## src/rtl/ddr_arb_pkg.sv

```systemverilog
// Shared types and default widths for the DDR block-port arbiter.
package ddr_arb_pkg;

  typedef enum logic [1:0] {
    IDLE = 2'd0,
    BUSY = 2'd1,
    DONE = 2'd2
  } state_t;

  localparam int ARB_ADDR_W  = 30;
  localparam int ARB_BLOCK_W = 256;

endpackage

```

## src/rtl/ddr_port_arbiter_rr_pick.sv

```systemverilog
// Combinational round-robin picker: first candidate at or after ptr (mod NREQ) wins, one-hot.
module rr_pick #(
  parameter int NREQ  = 3,
  parameter int PTR_W = $clog2(NREQ)
) (
  input  logic [NREQ-1:0]  cand,
  input  logic [PTR_W-1:0] ptr,
  output logic [NREQ-1:0]  win
);

  int unsigned pos;
  logic        found;

  always_comb begin
    win   = '0;
    found = 1'b0;
    pos   = 0;
    for (int unsigned k = 0; k < NREQ; k++) begin
      pos = (32'(ptr) + k) % NREQ;
      if (!found && cand[PTR_W'(pos)]) begin
        win[PTR_W'(pos)] = 1'b1;
        found            = 1'b1;
      end
    end
  end

endmodule

```

## src/rtl/ddr_port_arbiter.sv

```systemverilog
// Round-robin (optionally write-first) arbiter sharing the ddr_ctrl block port between NREQ requesters.
// Optional watchdog enabled by defining DDR_ARB_TIMEOUT_EN.
module ddr_port_arbiter
  import ddr_arb_pkg::*;
#(
  parameter int NREQ           = 3,
  parameter int ADDR_W         = ARB_ADDR_W,
  parameter int BLOCK_W        = ARB_BLOCK_W,
  parameter int WR_FIRST       = 1,
  parameter int TIMEOUT_CYCLES = 4096
) (
  input  logic                    clk,
  input  logic                    rst,
  input  logic [NREQ-1:0]         req,
  input  logic [NREQ-1:0]         req_write,
  input  logic [NREQ*ADDR_W-1:0]  req_addr,
  input  logic [NREQ*BLOCK_W-1:0] req_wdata,
  output logic [NREQ-1:0]         grant,
  output logic [NREQ-1:0]         done,
  output logic [BLOCK_W-1:0]      rdata,
  output logic                    busy,
  output logic                    ram_en,
  output logic                    ram_write,
  output logic [ADDR_W-1:0]       ram_addr,
  output logic [BLOCK_W-1:0]      data_to_ram,
  input  logic                    ram_rdy,
  input  logic [BLOCK_W-1:0]      block_from_ram,
  output logic                    timeout_err
);

  localparam int PTR_W = $clog2(NREQ);

  if (NREQ < 2 || NREQ > 8) begin : g_bad_nreq
    $error("ddr_port_arbiter: NREQ must be in 2..8");
  end
  if (TIMEOUT_CYCLES < 1 || TIMEOUT_CYCLES > 8191) begin : g_bad_timeout
    $error("ddr_port_arbiter: TIMEOUT_CYCLES must fit the 13-bit watchdog");
  end

  state_t             state, next_state;
  logic [PTR_W-1:0]   rr_ptr, win_idx, next_ptr;
  logic [NREQ-1:0]    cand, wr_pend, win_onehot, grant_q;
  logic               load, finish, timed_out, tmo_hit;
  logic               cmd_write;
  logic [ADDR_W-1:0]  cmd_addr;
  logic [BLOCK_W-1:0] cmd_wdata;
  logic [ADDR_W-1:0]  addr_arr  [NREQ];
  logic [BLOCK_W-1:0] wdata_arr [NREQ];

  for (genvar g = 0; g < NREQ; g++) begin : g_unpack
    assign addr_arr[g]  = req_addr[g*ADDR_W +: ADDR_W];
    assign wdata_arr[g] = req_wdata[g*BLOCK_W +: BLOCK_W];
  end

  // Write-first narrows the candidate set before the shared round-robin picker.
  assign wr_pend = req & req_write;
  assign cand    = ((WR_FIRST != 0) && (|wr_pend)) ? wr_pend : req;

  rr_pick #(.NREQ(NREQ), .PTR_W(PTR_W)) u_pick (
    .cand (cand),
    .ptr  (rr_ptr),
    .win  (win_onehot)
  );

  always_comb begin
    win_idx = '0;
    for (int unsigned i = 0; i < NREQ; i++) begin
      if (win_onehot[PTR_W'(i)]) win_idx = PTR_W'(i);
    end
  end

  assign next_ptr = (win_idx == PTR_W'(NREQ - 1)) ? '0 : win_idx + 1'b1;

  always_ff @(posedge clk) begin
    if (rst) state <= IDLE;
    else     state <= next_state;
  end

  always_comb begin
    next_state = state;
    load       = 1'b0;
    finish     = 1'b0;
    timed_out  = 1'b0;
    case (state)
      IDLE: begin
        if (|req) begin
          load       = 1'b1;
          next_state = BUSY;
        end
      end
      BUSY: begin
        if (ram_rdy) begin
          finish     = 1'b1;
          next_state = DONE;
        end else if (tmo_hit) begin
          finish     = 1'b1;
          timed_out  = 1'b1;
          next_state = DONE;
        end
      end
      DONE:    next_state = IDLE;
      default: next_state = IDLE;
    endcase
  end

  always_ff @(posedge clk) begin
    if (rst) begin
      rr_ptr    <= '0;
      grant_q   <= '0;
      done      <= '0;
      rdata     <= '0;
      cmd_write <= 1'b0;
      cmd_addr  <= '0;
      cmd_wdata <= '0;
    end else begin
      done <= '0;
      if (load) begin
        grant_q   <= win_onehot;
        cmd_write <= |(req_write & win_onehot);
        cmd_addr  <= addr_arr[win_idx];
        cmd_wdata <= wdata_arr[win_idx];
        rr_ptr    <= next_ptr;
      end
      if (finish) begin
        done <= grant_q;
        if (timed_out)       rdata <= '0;
        else if (!cmd_write) rdata <= block_from_ram;
      end
      // Grant stays up through the done cycle and drops on the way back to IDLE.
      if (state == DONE) grant_q <= '0;
    end
  end

  assign grant       = grant_q;
  assign busy        = (state != IDLE);
  assign ram_en      = (state == BUSY);
  assign ram_write   = cmd_write;
  assign ram_addr    = cmd_addr;
  assign data_to_ram = cmd_wdata;

`ifdef DDR_ARB_TIMEOUT_EN
  logic [12:0] tmo_cnt;
  logic        tmo_flag;

  always_ff @(posedge clk) begin
    if (rst) begin
      tmo_cnt  <= '0;
      tmo_flag <= 1'b0;
    end else begin
      if (load)                tmo_cnt <= '0;
      else if (state == BUSY)  tmo_cnt <= tmo_cnt + 13'd1;
      if (timed_out)           tmo_flag <= 1'b1;
    end
  end

  // Count is zero in the first BUSY cycle, so the limit is hit in BUSY cycle TIMEOUT_CYCLES.
  assign tmo_hit     = (state == BUSY) && (tmo_cnt == 13'(TIMEOUT_CYCLES - 1));
  assign timeout_err = tmo_flag;
`else
  assign tmo_hit     = 1'b0;
  assign timeout_err = 1'b0;
`endif

endmodule
```

## config.mk

```make
export PLATFORM = sky130hd
export DESIGN_NAME = ddr_port_arbiter
export DESIGN_NICKNAME = d
export VERILOG_FILES = /design/src/rtl/ddr_arb_pkg.sv /design/src/rtl/ddr_port_arbiter_rr_pick.sv /design/src/rtl/ddr_port_arbiter.sv
export SDC_FILE = /design/constraint.sdc
export NUM_CORES = 1
export LEC_CHECK = 0
export ABC_AREA = 1
export ABC_CLOCK_PERIOD_IN_PS = 5000
export CAP_MARGIN = 20
export CORE_AREA = 2 2 646 648
export CTS_BUF_LIST = sky130_fd_sc_hd__clkbuf_8
export DETAILED_ROUTE_END_ITERATION = 10
export DIE_AREA = 0 0 648 650
export GPL_TIMING_DRIVEN = 0
export PLACE_DENSITY_LB_ADDON = 0.05
export SYNTH_ARGS = -nofsm -noshare
export SYNTH_HDL_FRONTEND = slang
export SYNTH_SLANG_ARGS = --single-unit
```

## constraint.sdc

```tcl
create_clock -name clk -period 5 [get_ports clk]
set_clock_uncertainty 0.2 [all_clocks]
set_input_delay 0.75 -clock clk [delete_from_list [all_inputs] [get_ports clk]]
set_output_delay 0.75 -clock clk [all_outputs]
set_load 0.02 [all_outputs]
```

==> flow_metrics.tcl, run 1 <==
set metrics [dict create \
    nets 7399 \
    antenna_found_initial 268 \
    cts_setup_buffers 0 \
    rsz0062_at_grt "false" \
    grt_pass1_vias 36999 \
    fin_crit_sh_pct 76.19 \
    io_buffers 1673 \
    synth.avg_cell_area_um2 6.142 \
    synth_fp_nets 5465 \
    drt_iter0_drc 1747 \
    dieArea_um2 421200 \
    drv_slew 0 \
    worstSetupPathType "reg -> reg" \
    yosysTopAreaCell "dfxtp_1" \
    setup_viol 0 \
    worstSetupStartpointType "register" \
    io_pins 1675 \
    path_max_fanout 10 \
    row_count 237 \
    required_ps 5690 \
    synth_ff_type "dfxtp_1" \
    gp_congestion 0.8809 \
    ys_types 22 \
    clk_latency_ps 920 \
    drive_gt1_share_pct 5.472 \
    ys_ff_latch 553 \
    nFillCells 47987 \
    cap_viol_max_count 0 \
    coreArea_um2 414900 \
    overflow 0 \
    max_freq_mhz 262.5 \
    dpl_cell_area_um2 50740 \
    async_flop_share_pct 0 \
    htreeDepth 4 \
    switching_power_uw 12540 \
    combPwrFrac_pct 52.0 \
    cts_resized 0 \
    power_leakage_uw 0.02233 \
    pwr-share-seq_pct 22.8 \
    netlist_instances 4338 \
    endpoint_kind "register" \
    initial_utilization_pct 6.422 \
    clock_power_share_pct 25.3 \
    cts_root_buffer "clkbuf_8" \
    yosys.cell_count.top_type "nor2_1" \
    period_needed_ps 3809 \
    ys.warnings.count 0 \
    hold_viol 0 \
    synth_common_cells "nor2_1, nand2_1, dfxtp_1" \
    synth_top_area_share_pct 41.55 \
    cts-hold-fix-buffers 78 \
    synth.area.top_cells "dfxtp_1, nor2_1, nand2_1" \
    tightest_slew_ps 1000 \
    synth_area_um2 26640 \
    dr.pass1.iters 6 \
    cts_sinks 553 \
    path_clk_slew_ps 50 \
    design_area_um2 54700 \
    status "finished, final reports clean" \
    timing.hold.ws_ps 187.4 \
    via_per_inst 3.017 \
    grt_usage_pct 13.90 \
    synth_edf_count 0 \
    slew_headroom_pct 33.31 \
    worstPathArrival_ps 4500 \
    die_h_um 650 \
    power.density_nw_per_um2 480.4 \
    vias 35957 \
    area_growth_pct 105.3 \
    cts_inserted_buffers 156 \
    place_hpwl_mm 260.4 \
    grt_max_degree 12 \
    ant_nets 0 \
    p_int_uw 13740 \
    grt_pass1_wl_mm 385.6 \
    switching_share_pct 47.71 \
    cts_tree "built" \
    ir_worst_vdd_uv 143.9 \
    drc_errors 0 \
    final_util_pct 13.18 \
    ys_seq_area_share_pct 41.55 \
    wirelength_mm 305.0 \
    clock_path_buffers 4 \
    die_w_um 648 \
    wire_per_inst_um 25.59 \
    hp-class "in -> reg" \
]
-- registers in the layout (all words and copies together) (netlist names) --
| signal | count |
|---|---|
| data_to_ram | 256 |
| rdata | 256 |
| ram_addr | 30 |
| done | 3 |
| grant | 3 |
| rr_ptr | 2 |
| state | 2 |
| ram_write | 1 |
-- through the flow --
stage | power, uW | cells | setup TNS (ps) | setup WS (ps)
final | 26280 | 11918 | 0 | 1191
after global routing | 28390 | 11887 | 0 | 716.0
after CTS | 27490 | 11875 | 0 | 721.2
after detailed placement | 20300 | 11533 | 0 | 50.28
after global placement | 20220 | 11508 | -417220 | -2008
after floorplan | 12180 | 4338 | 0 | 2422
-- area by class of cell --
class	instances	area, um2	area share [%]
inverters	474	1779	3.253
flip-flops and latches	553	11070	20.24
plain buffers	293	1305	2.386
clock buffers	193	2656	4.856
clock inverters	71	415.4	0.7595
well taps	5497	6878	12.57
multi-input cells	3018	12510	22.87
diodes	43	107.6	0.1967
repair buffers	1776	17970	32.86
-- layout by cell type (no fill, tap or decap), types with 177 or more instances in the layout --
cell / n
clkbuf_8: 193
clkbuf_1: 177
nand3_1: 302
dfxtp_1: 553
clkdlybuf4s50_1: 1673
a21oi_1: 293
nand2_1: 883
nor2_1: 1260
o21ai_0: 260
inv_1: 528
-- routing by layer --
layer,track usage (%),routed length (um),vias up
met3,4.973,24680,609
met1,13.81,107300,16469
li1,-,-,17250
met4,2.852,7654,134
met5,0,866,-
met2,27.22,164500,1495
-- power groups by stage --
stage | logic [uW] | registers, uW | clock network (uW)
3_5_place_dp | 14200 | 6080 | 0
2_1_floorplan | 5040 | 7150 | 0
4_1_cts | 14300 | 6000 | 7160
6_report | 13700 | 5980 | 6640
3_3_place_gp | 14200 | 6070 | 0
5_1_grt | 15000 | 6110 | 7270
-- cells by family after synthesis --
| family | share of synthesized area [%] |
|---|---|
| other | 0.01407 |
| AO/OA/AOI/OAI | 10.51 |
| AND/OR/NAND/NOR | 36.18 |
| flip-flops | 41.55 |
| buffers and inverters | 11.56 |
| adder cells (fa/ha/maj) | 0.1879 |
-- worst max-delay path: stages (launching register included) --
cell     delay, ps
dfxtp_1        360
inv_1           90
ha_1           370
inv_1          120
nand3_1         90
nand2_1         60
nand2_1         60
nand2_1         90
nand3_1        120
nand3_1         80
buf_4          200
nor2_4         580
buf_4          370
buf_4          240
nand2_1        190
nand3_1        360
nand2_1         90
inv_1           60
-- final timing paths --
path	cells after the start	slack, ps	startpoint	to
min	3	190	block_from_ram[158]	rdata[158]$_SDFFE_PP0P_
max	17	1190	rr_ptr[0]$_SDFFE_PP0P_	data_to_ram[230]$_SDFFE_PP0P_
max reg2reg	17	1190	rr_ptr[0]$_SDFFE_PP0P_	data_to_ram[230]$_SDFFE_PP0P_
min reg2reg	2	290	grant[2]$_SDFFE_PP0P_	done[2]$_SDFF_PP0_
(Power assumes the default switching activity.)
==> run 2: changes to the inputs <==
- ABC_CLOCK_PERIOD_IN_PS: 5000 -> 3400
- clock period: 5 -> 3.4 ns (I/O delays scaled with it)
==> run 2 against run 1 <==
Effect of this change:
- clock-buffer cell count stayed put
- clock power is 47% higher
- die area stayed put
- utilization is 2.1 points higher
- largest cell class unchanged
- sequential cell count stayed put
- maximum frequency is 19% higher
- via count is 7.9% higher
- critical path depth is 1 lower
- largest power group unchanged
- setup slack worse by 990 ps
==> flow_metrics.tcl, run 2 (synthesis gave the netlist of run 1 again) <==
set metrics [dict create \
    nets 8234 \
    dr.pass1.iters 7 \
    cts_sinks 553 \
    grt_max_degree 12 \
    multiInputGateArea_um2 12550 \
    initial_utilization_pct 6.422 \
    power_leakage_uw 0.02594 \
    io_pins 1675 \
    grt_use_met1_pct 14.43 \
    max_freq_mhz 312.5 \
    grt_busiest_layer "met2" \
    tightest_slew_ps 1005 \
    final_cells 12785 \
    gp_congestion 0.8809 \
    hp-class "in -> reg" \
    cts_inserted_buffers 156 \
    htreeDepth 4 \
    hold_viol 0 \
    antenna_found_initial 211 \
    via_per_inst 3.034 \
    power.density_nw_per_um2 632.1 \
    nFillCells 47705 \
    clock_path_buffers 4 \
    total_power_uw 40040 \
    worstPathArrival_ps 3850 \
    wirelength_mm 306.3 \
    fin_crit_sh_pct 94.13 \
    coreArea_um2 414900 \
    path_clk_slew_ps 60 \
    drt_iter0_drc 1702 \
    endpoint_kind "register" \
    slew_headroom_pct 32.97 \
    grt_pass1_vias 41133 \
    dieArea_um2 421200 \
    die_w_um 648 \
    period_needed_ps 3200 \
    place_inst 11533 \
    required_ps 4050 \
    dpl_cell_area_um2 50740 \
    register_area_um2 11070 \
    path_max_fanout 13 \
    io_buffers 1673 \
    grt_usage_pct 13.99 \
    worstSetupPathType "reg -> reg" \
    grt_pass1_wl_mm 394.9 \
    cts_tree "built" \
    overflow 0 \
    drive_gt1_share_pct 5.379 \
    wire_per_inst_um 23.96 \
    rsz0062_at_grt "true" \
    setup_viol 0 \
    ant_nets 0 \
    ir_worst_vdd_uv 276.3 \
    r2r_slack_ps 200 \
    setup_tns_ps 0 \
    grtUsageMet3_pct 4.115 \
    worstSetupStartpointType "register" \
    status "finished, final reports clean" \
    final_common_cell "clkdlybuf4s50_1" \
    drc_errors 0 \
    die_h_um 650 \
    final_cell_mix "clkdlybuf4s50_1, nor2_1, dlygate4sd3_1" \
    vias 38793 \
    clk_latency_ps 920 \
    cap_viol_max_count 0 \
    timing.hold.ws_ps 126.0 \
    drv_slew 0 \
    design_area_um2 63340 \
    use_met2_pct 27.49 \
    row_count 237 \
    place_hpwl_mm 260.4 \
    area_growth_pct 137.7 \
    cts_root_buffer "clkbuf_8" \
]
run 2: cell type report:
type	count	area share [%]
antenna	75	0.2963
buffer	292	2.240
clock buffer	193	4.194
clock inverter	71	0.6558
inverter	474	2.809
multi-input combinational	3018	19.82
sequential	553	17.48
tap	5497	10.86
timing repair buffer	2612	41.65
run 2: power by group:
part	internal (uW)	switching, uW
clock network	5360	4420
logic	7850	13600
registers	7960	837
run 2: worst paths after layout:
check,startpoint,endpoint,cells past startpoint
setup / recovery,rr_ptr[0]$_SDFFE_PP0P_,data_to_ram[164]$_SDFFE_PP0P_,16
hold / removal,req_wdata[353],data_to_ram[97]$_SDFFE_PP0P_,5
hold reg to reg,grant[2]$_SDFFE_PP0P_,done[2]$_SDFF_PP0_,2
setup reg to reg,rr_ptr[0]$_SDFFE_PP0P_,data_to_ram[164]$_SDFFE_PP0P_,16
run 2: worst max-delay path, stage by stage, from the launching register on:
cell and delay [ps]:
dfxtp_1 360, inv_1 90, ha_1 370, inv_1 110
nand3_1 90, nand2_1 60, nand2_1 60, nand2_1 90
nand3_1 120, nand3_1 90, buf_6 180, buf_8 200
buf_2 240, a21oi_1 490, nand3_1 210, nand2_1 90
inv_1 30
run 2: repair_timing:
| action | CTS | global route |
|---|---|---|
| pin swaps | 2 | 0 |
| gates resized for setup | 36 | 35 |
| setup endpoints to repair | 287 | 163 |
| hold endpoints to repair | 529 | 0 |
| hold buffers | 909 | 0 |
| buffers inserted | 5 | 0 |
run 2: through the flow:
step | setup WS (ps) | utilization [%]
after floorplan | 1052 | -
final | 199.5 | 15.27
after global routing | -18.89 | 15.25
after global placement | -3368 | 12.12
after CTS | 2.871 | 15.20
after detailed placement | -1310 | 12.23
run 2: layer usage:
metal | part of all wire, % | vias to the layer above
li1 | - | 18963
met1 | 36 | 17924
met2 | 54 | 1342
met3 | 6.9 | 458
met4 | 2.3 | 106
met5 | 0.22 | -
